File: src/rtl/ribbon_pkg.sv
// Shared types and helpers for the ribbon note tracker.
package ribbon_pkg;

   localparam int unsigned NUM_ZONES = 12;

   typedef logic [3:0] zone_t;
   typedef logic [6:0] note_t;

   typedef enum logic [1:0] {IDLE, SEND_OFF, SEND_ON} tracker_state_t;

   // Out-of-range decoder codes mean "no touch".
   function automatic zone_t zone_clamp(input logic [7:0] raw);
      if (raw > 8'(NUM_ZONES)) begin
         return '0;
      end
      return raw[3:0];
   endfunction

endpackage

File: src/rtl/ribbon_debounce.sv
// Periodic zone sampler with consecutive-sample debounce.
// stable_o is high while the candidate has been seen STABLE_N samples in a row.
module ribbon_debounce
   import ribbon_pkg::*;
#(
   parameter int unsigned SAMPLE_DIV = 100000,
   parameter int unsigned STABLE_N   = 4
) (
   input  logic       clk,
   input  logic       rst_n,
   input  logic [7:0] zone_i,
   output zone_t      stable_zone_o,
   output logic       stable_o
);

   localparam int unsigned CntW = (SAMPLE_DIV > 1) ? $clog2(SAMPLE_DIV) : 1;
   localparam int unsigned StW  = $clog2(STABLE_N + 1);

   logic [CntW-1:0] cnt_q, cnt_d;
   zone_t           cand_q, cand_d;
   logic [StW-1:0]  stab_q, stab_d;
   logic            tick;
   zone_t           sample;

   assign tick   = (cnt_q == CntW'(SAMPLE_DIV - 1));
   assign sample = zone_clamp(zone_i);

   // Sample counter and debounce next-state.
   always_comb begin
      cnt_d  = tick ? '0 : cnt_q + 1'b1;
      cand_d = cand_q;
      stab_d = stab_q;
      if (tick) begin
         if (sample == cand_q) begin
            if (stab_q != StW'(STABLE_N)) begin
               stab_d = stab_q + 1'b1;
            end
         end else begin
            cand_d = sample;
            stab_d = StW'(1);
         end
      end
   end

   // Debounce state registers.
   always_ff @(posedge clk or negedge rst_n) begin
      if (!rst_n) begin
         cnt_q  <= '0;
         cand_q <= '0;
         stab_q <= '0;
      end else begin
         cnt_q  <= cnt_d;
         cand_q <= cand_d;
         stab_q <= stab_d;
      end
   end

   assign stable_zone_o = cand_q;
   assign stable_o      = (stab_q == StW'(STABLE_N));

endmodule

File: src/rtl/ribbon_note_tracker.sv
// Ribbon note tracker: debounced zone commits become note-on/off events on a
// valid/ready stream. Define RIBBON_LEGATO_EN to turn zone slides into a single
// note-on (no intervening note-off).
module ribbon_note_tracker
   import ribbon_pkg::*;
#(
   parameter int unsigned SAMPLE_DIV = 100000,
   parameter int unsigned STABLE_N   = 4,
   parameter int unsigned BASE_NOTE  = 60
) (
   input  logic       clk,
   input  logic       rst_n,
   input  logic [7:0] zone_in,
   input  logic       evt_ready,
   output logic       evt_valid,
   output logic       evt_on,
   output logic [6:0] evt_note,
   output logic [3:0] active_zone,
   output logic       touching
);

   if (BASE_NOTE + NUM_ZONES - 1 > 127) begin : g_bad_base_note
      $error("BASE_NOTE + 11 must not exceed 127");
   end
   if (SAMPLE_DIV < 2) begin : g_bad_sample_div
      $error("SAMPLE_DIV must be at least 2");
   end

   function automatic note_t to_note(input zone_t z);
      return note_t'(BASE_NOTE + 32'(z) - 1);
   endfunction

   zone_t          stable_zone;
   logic           stable;
   logic           commit;

   tracker_state_t state_q, state_d;
   zone_t          active_q, active_d;
   logic           on_q, on_d;
   note_t          note_q, note_d;
   logic           pend_q, pend_d;          // note-on queued behind a note-off
   note_t          pend_note_q, pend_note_d;

   ribbon_debounce #(
      .SAMPLE_DIV (SAMPLE_DIV),
      .STABLE_N   (STABLE_N)
   ) u_debounce (
      .clk           (clk),
      .rst_n         (rst_n),
      .zone_i        (zone_in),
      .stable_zone_o (stable_zone),
      .stable_o      (stable)
   );

   assign commit = stable && (stable_zone != active_q) && (state_q == IDLE);

   // Event FSM next-state and payload capture.
   always_comb begin
      state_d     = state_q;
      active_d    = active_q;
      on_d        = on_q;
      note_d      = note_q;
      pend_d      = pend_q;
      pend_note_d = pend_note_q;
      case (state_q)
         IDLE: begin
            if (commit) begin
               active_d = stable_zone;
               if (active_q == '0) begin
                  state_d = SEND_ON;
                  on_d    = 1'b1;
                  note_d  = to_note(stable_zone);
               end else if (stable_zone == '0) begin
                  state_d = SEND_OFF;
                  on_d    = 1'b0;
                  note_d  = to_note(active_q);
               end else begin
`ifdef RIBBON_LEGATO_EN
                  state_d = SEND_ON;
                  on_d    = 1'b1;
                  note_d  = to_note(stable_zone);
`else
                  state_d     = SEND_OFF;
                  on_d        = 1'b0;
                  note_d      = to_note(active_q);
                  pend_d      = 1'b1;
                  pend_note_d = to_note(stable_zone);
`endif
               end
            end
         end
         SEND_OFF: begin
            if (evt_ready) begin
               if (pend_q) begin
                  state_d = SEND_ON;
                  on_d    = 1'b1;
                  note_d  = pend_note_q;
                  pend_d  = 1'b0;
               end else begin
                  state_d = IDLE;
               end
            end
         end
         SEND_ON: begin
            if (evt_ready) begin
               state_d = IDLE;
            end
         end
         default: state_d = IDLE;
      endcase
   end

   // FSM and event payload registers.
   always_ff @(posedge clk or negedge rst_n) begin
      if (!rst_n) begin
         state_q     <= IDLE;
         active_q    <= '0;
         on_q        <= 1'b0;
         note_q      <= '0;
         pend_q      <= 1'b0;
         pend_note_q <= '0;
      end else begin
         state_q     <= state_d;
         active_q    <= active_d;
         on_q        <= on_d;
         note_q      <= note_d;
         pend_q      <= pend_d;
         pend_note_q <= pend_note_d;
      end
   end

   assign evt_valid   = (state_q != IDLE);
   assign evt_on      = on_q;
   assign evt_note    = note_q;
   assign active_zone = active_q;
   assign touching    = (active_q != '0);

endmodule
File: config.mk
export PLATFORM = sky130hd
export DESIGN_NAME = ribbon_note_tracker
export DESIGN_NICKNAME = d
export VERILOG_FILES = /design/src/rtl/ribbon_pkg.sv /design/src/rtl/ribbon_debounce.sv /design/src/rtl/ribbon_note_tracker.sv
export SDC_FILE = /design/constraint.sdc
export NUM_CORES = 1
export LEC_CHECK = 0
export CAP_MARGIN = 20
export CORE_UTILIZATION = 61
export DETAILED_ROUTE_END_ITERATION = 6
export MAX_ROUTING_LAYER = met4
export PLACE_DENSITY = 0.9
export SYNTH_ARGS = -nofsm -noshare
export SYNTH_HDL_FRONTEND = slang
export SYNTH_SLANG_ARGS = --single-unit
File: constraint.sdc
create_clock -name clk -period 4.78 [get_ports clk]
set_input_delay 0.956 -clock clk [delete_from_list [all_inputs] [get_ports clk]]
set_output_delay 0.956 -clock clk [all_outputs]
set_load 0.01 [all_outputs]
## After elaboration in Yosys (flattened, before gate mapping)

Index checks and enable logic that the tools add are counted.

| storage, ports and cells | value |
|---|---|
| bits of input ports | 11 |
| register bits | 46 |

| operators by class | value |
|---|---|
| $add $sub $neg | 6 |
| multiplexer cells | 27 |
| order comparisons | 1 |
| bitwise logic cells | 3 |
| reductions and logical operators | 15 |
| equality and inequality tests | 14 |

Operators by type and width:

| operator | count |
|---|---|
| $mux 7 | 4 |
| $add 17x1->17 const B | 1 |
| $eq 17x17->1 const B | 1 |
| $mux 17 | 1 |
| $add 6x4->7 const A | 2 |
| $ne 2x2->1 const B | 7 |
| $pmux 7 s2 | 1 |
| $sub 7x1->7 const B | 2 |
| $mux 2 | 5 |
| $mux 1 | 9 |
| $gt 8x4->1 const B | 1 |
| $logic_not 4->1 | 2 |
| $mux 4 | 2 |
| $reduce_and 4->1 | 2 |
| $mux 3 | 2 |
| $pmux 2 s3 | 1 |
| $reduce_and 2->1 | 3 |
| $reduce_and 5->1 | 1 |
| $eq 4x4->1 | 1 |
| $ne 4x4->1 | 1 |
| $pmux 1 s2 | 2 |
| $reduce_bool 2->1 | 2 |
| $reduce_bool 4->1 | 1 |
| $add 3x1->3 const B | 1 |
| other kinds (8) | 11 |

## Longest topological paths before layout

| depth | value |
|---|---|
| word-level depth | 6 |
| depth in mapped cells | 9 |
| mapped depth without buffers | 7 |

## Hierarchy

A second synthesis with hierarchy kept.

| second synthesis, totals | value |
|---|---|
| cells, all modules | 241 |
| area, all modules | 2570.0 µm² |

Modules (own cells, without submodules):

| module | instances | area each (µm²) | cells each |
|---|---|---|---|
| ribbon_debounce | 1 | 1318.8 | 127 |
| ribbon_note_tracker | 1 | 1251.2 | 114 |

## Worst setup path before layout

No wires, ideal clock.

| timing | value |
|---|---|
| kind | input -> register |
| from | input port zone_in[6] |
| to | register u_debounce.cand_q[0], in the netlist u_debounce.stable_zone_o[0] |
| arrival | 2.142 ns |
| data required time | 4.701 ns |
| library setup time | 0.079 ns |
| path slack | 2.559 ns |
| stages on the path | 6 |
| cell sequence | nor4_2 > and2_0 > buf_2 > a32oi_1 > o21ai_2 > mux2i_1 |

| between the ends | value |
|---|---|
| longest elaborated chain between the ends | 6 |

RTL lines:

| element | line | RTL |
|---|---|---|
| from (decl) | ribbon_note_tracker.sv:13 | `input logic [7:0] zone_in,` |
| $gt 8x4->1 (*) | ribbon_pkg.sv:13 | `if (raw > 8'(NUM_ZONES)) begin` |
| $mux 1 (*) | ribbon_pkg.sv:13 |  |
| $mux 4 (*) | ribbon_pkg.sv:16 | `return raw[3:0];` |
| $eq 4x4->1 | ribbon_debounce.sv:34 | `if (sample == cand_q) begin` |
| $not 1->1 (no source line) | -- |  |
| $reduce_and 2->1 (no source line) | -- |  |
| to (signal assigned) | ribbon_debounce.sv:53 | `cand_q <= cand_d;` |
| to (decl) | ribbon_debounce.sv:20 | `zone_t cand_q, cand_d;` |

Every way passes the cells marked *; elsewhere a longest branch is shown, timed or not.
A chain may end at the register's enable or synchronous reset.

## Final worst setup path

| timing | value |
|---|---|
| from | register active_q[1], in the netlist active_zone[1] |
| to | output port touching |

| between the ends | value |
|---|---|
| longest elaborated chain between the ends | 1 |

RTL lines:

| element | line | RTL |
|---|---|---|
| from (decl) | ribbon_note_tracker.sv:38 | `zone_t active_q, active_d;` |
| from (signal assigned) | ribbon_note_tracker.sv:124 | `active_q <= active_d;` |
| $reduce_bool 4->1 | ribbon_note_tracker.sv:136 | `assign touching = (active_q != '0);` |
| to (decl) | ribbon_note_tracker.sv:19 | `output logic touching` |

No other way between the ends.

==> impl_results.md <==
- Gr ovfl total: 0
- Switching Fraction: 21.8%
- Logic pwr share: 6.7%
- Internal power: 0.000537 W
- Gate Count Post-Synth: 241
- Most used DFF post-synth: dfrtp_1
- Placed inst area: 2670 sq um
- Hold Buf Count CTS: 0
- Root Buffer Master: clkbuf_8
- First-pass GRT wire length: 7.87 mm
- Number of global-route vias before repair: 1,774
- Worst hold start: pend_q
- CP endpoint kind: primary output
- Vias: 1,806
- Post-CTS Resized: 0
- NetSw: 0.000150 W
- F_max: 0.324 GHz
- Final ANT Viol Nets: 0
- Setup-failing EPs final: 0
- Tmin final: 3090 ps
- Pre-CTS setup slack: 1950 ps
- Worst vdd ir: 152 uV
- Synthesis warning total: 0
- WL/cell: 14.3 um
- Die W: 64.9 um
- Crit Path Class: reg2out
- Min setup slack post-route: 1690 ps
- CP max FO: 7
- Final hold vios: 0
- DR vias/cell: 5.75
- TritonRoute pass-1 iters: 6
- Reg2reg setup slack: 2440 ps
- HP Class: reg2reg
- H-tree Lvls: 2
- Slew Limit Headroom: 45.0%
- Storage cell area: 1150 sq um
- Gr usage total: 25.4%
- DIE AREA: 4210 sq um
- Post-Synthesis Cell Area: 2410 sq um
- R2R depth: 6
- Post-CTS setup buffer count: 0
- PD cells: 247 nW/um^2
- Setup tns final: 0 ps
- Worst Tran Pin Value: 819 ps
- Flop pwr share: 58.0%
- Total of max-cap violations: 0
- I/O pin cnt: 25
- CTS Buf Count: 5
- Die Ht: 64.9 um
- Hold Path End: pend_q
- Status: completed
- Arrival @ worst endpoint: 2130 ps
- Layout Area Growth over Synthesis: 15.1%
- FF-to-FF End: evt_note[3]
- Reg2reg start: u_debounce.stab_q[0]
- Final period utilization: 64.6%
- Multi-input gate area: 1160 sq um
- Register bit total from synthesis: 46
- Cell variety after synth: 42
- Worst-Skew Late Latency: 300 ps
- Finished Cell Area: 2780 sq um
- GPL Wtd Cong: 0.895
- GR met3 Demand/Resource: 5.81%
- Final wirelength: 4.50 mm
- Layout cells sized above 1: 9.40%
- N_diodes: 0
- Slew Viols, Final: 0
- Clock transition at path regs: 80 ps
- Core Box Area: 3720 sq um
- GR peak layer: met2
- Initial core utilization: 64.9%
- GR met1 Demand/Resource: 33.8%
- IO buf count: 24
- Clock sinks: 46
- Unrepaired setup endpoints after global routing: false
- M2 GR Usage: 37.5%
- Num rows: 22
- Final nets: 281
- Largest net degree at the start of global routing: 47
- Hold depth: 1
- Leak: 1.19 nW
- Avg Inst Size Synth: 10.0 sq um
- CTS tree: yes
- Clock Power Share: 35.2%
- Req. time, crit path: 3820 ps
- Fillers: 265
- Sequential area share after synthesis: 47.7%
- CTS Buffer Depth: 2
- DR iter-0 viols: 178
- Hpwl dp: 3.27 mm
- Clock Skews: 5.98 ps
- Initial antenna violation count: 0
- Post-synth EDFFs: 0
- Ys async rst share: 100%
- Post-Syn Nets: 257
- Crit path launch type: flip-flop
- DR DRC count: 0
-- cells by family (layout without fill, tap and decap cells) --
| logic type | after synthesis | in the layout | synth area share, % |
|---|---|---|---|
| multiplexers | 12 | 12 | 5.29 |
| adder cells (fa/ha/maj) | 5 | 5 | 2.59 |
| AO/OA/AOI/OAI | 43 | 43 | 13.4 |
| flip-flops | 46 | 46 | 47.7 |
| buffers and inverters | 24 | 49 | 4.20 |
| XOR/XNOR | 23 | 23 | 8.35 |
| AND/OR/NAND/NOR | 88 | 88 | 18.4 |
-- how the worst max path moves through the flow --
stage,to,cells past startpoint,from,slack [ps]
finish,touching,6,active_zone[1],1690
global route,touching,6,active_zone[0],1540
CTS,touching,6,active_zone[0],1680
detailed placement,u_debounce.stable_zone_o[3],6,zone_in[6],1950
global placement,u_debounce.stable_zone_o[3],6,zone_in[0],1980
floorplan,u_debounce.stable_zone_o[0],6,zone_in[6],2560
-- layout by cell type (no fill, tap or decap), types with 7 or more instances in the layout --
master and instances:
nor2_1 25, xor2_1 13, nand2_1 29, clkdlybuf4s50_1 23, xnor2_1 10, inv_1 16
o21ai_0 9, dfrtp_1 46, nand3_1 7, o211ai_1 7
-- layer usage --
metal | share of wire (%) | up-vias
li1 | - | 877
met1 | 47 | 860
met2 | 46 | 62
met3 | 5.2 | 7
met4 | 1.3 | 0
met5 | 0 | -
-- state kept, by name, summed over array words and instances (netlist names) --
register / flops
u_debounce.cnt_q: 17
evt_note: 7
pend_note_q: 7
active_zone: 4
u_debounce.stable_zone_o: 4
u_debounce.stab_q: 3
state_q: 2
evt_on: 1
pend_q: 1
-- per-stage QoR --
stage                     power, W  utilization [%]  hold WS [ps]  std cells
after detailed placement  0.000451             71.8           490        305
after floorplan           0.000419                -           455        241
final                     0.000687             74.7           503        314
after global routing      0.000709             74.7           524        314
after CTS                 0.000689             74.2           501        313
after global placement    0.000450             71.8           477        305
-- synthesized netlist by cell type, drive strengths merged (3+ instances only) --
cell    count  area share (%)
mux2        6             2.8
xor2       13             4.7
nand2b      3            0.78
dfrtp      46              48
mux2i       6             2.5
o22ai       3            0.78
o21a        4             1.2
buf         7             1.5
nor2b       3            0.78
o21ai      10             2.2
xnor2      10             3.6
nor2       25             3.9
inv        16             2.5
a31oi       6             1.6
o211ai      7             2.2
nand3       7             1.5
nor4        5             2.2
a21oi       6             1.4
nand2      29             4.5
ha          5             2.6
or2         4             1.0
and3        3            0.78
-- worst max-delay path, stage by stage (launching register included) --
cell             delay (ps)
dfrtp_1                 430
inv_1                   110
ha_1                    160
nand2b_1                130
nor2_1                  440
inv_1                    80
clkdlybuf4s50_1         490
-- final cells by class --
type | instances | area share [%]
repair buffers | 25 | 9.19
multi-input cells | 171 | 41.8
flip-flops and latches | 46 | 41.4
well taps | 48 | 2.16
clock inverters | 1 | 0.180
inverters | 16 | 2.16
clock buffers | 7 | 3.11
-- power groups by stage --
stage / registers (W) / clock network (W) / logic, W
3_5_place_dp: 0.000406 / 0 / 0.0000448
5_1_grt: 0.000399 / 0.000258 / 0.0000518
4_1_cts: 0.000399 / 0.000245 / 0.0000450
2_1_floorplan: 0.000410 / 0 / 0.00000983
6_report: 0.000398 / 0.000242 / 0.0000463
3_3_place_gp: 0.000406 / 0 / 0.0000444
No activity file was read; power rests on OpenSTA's default activity.
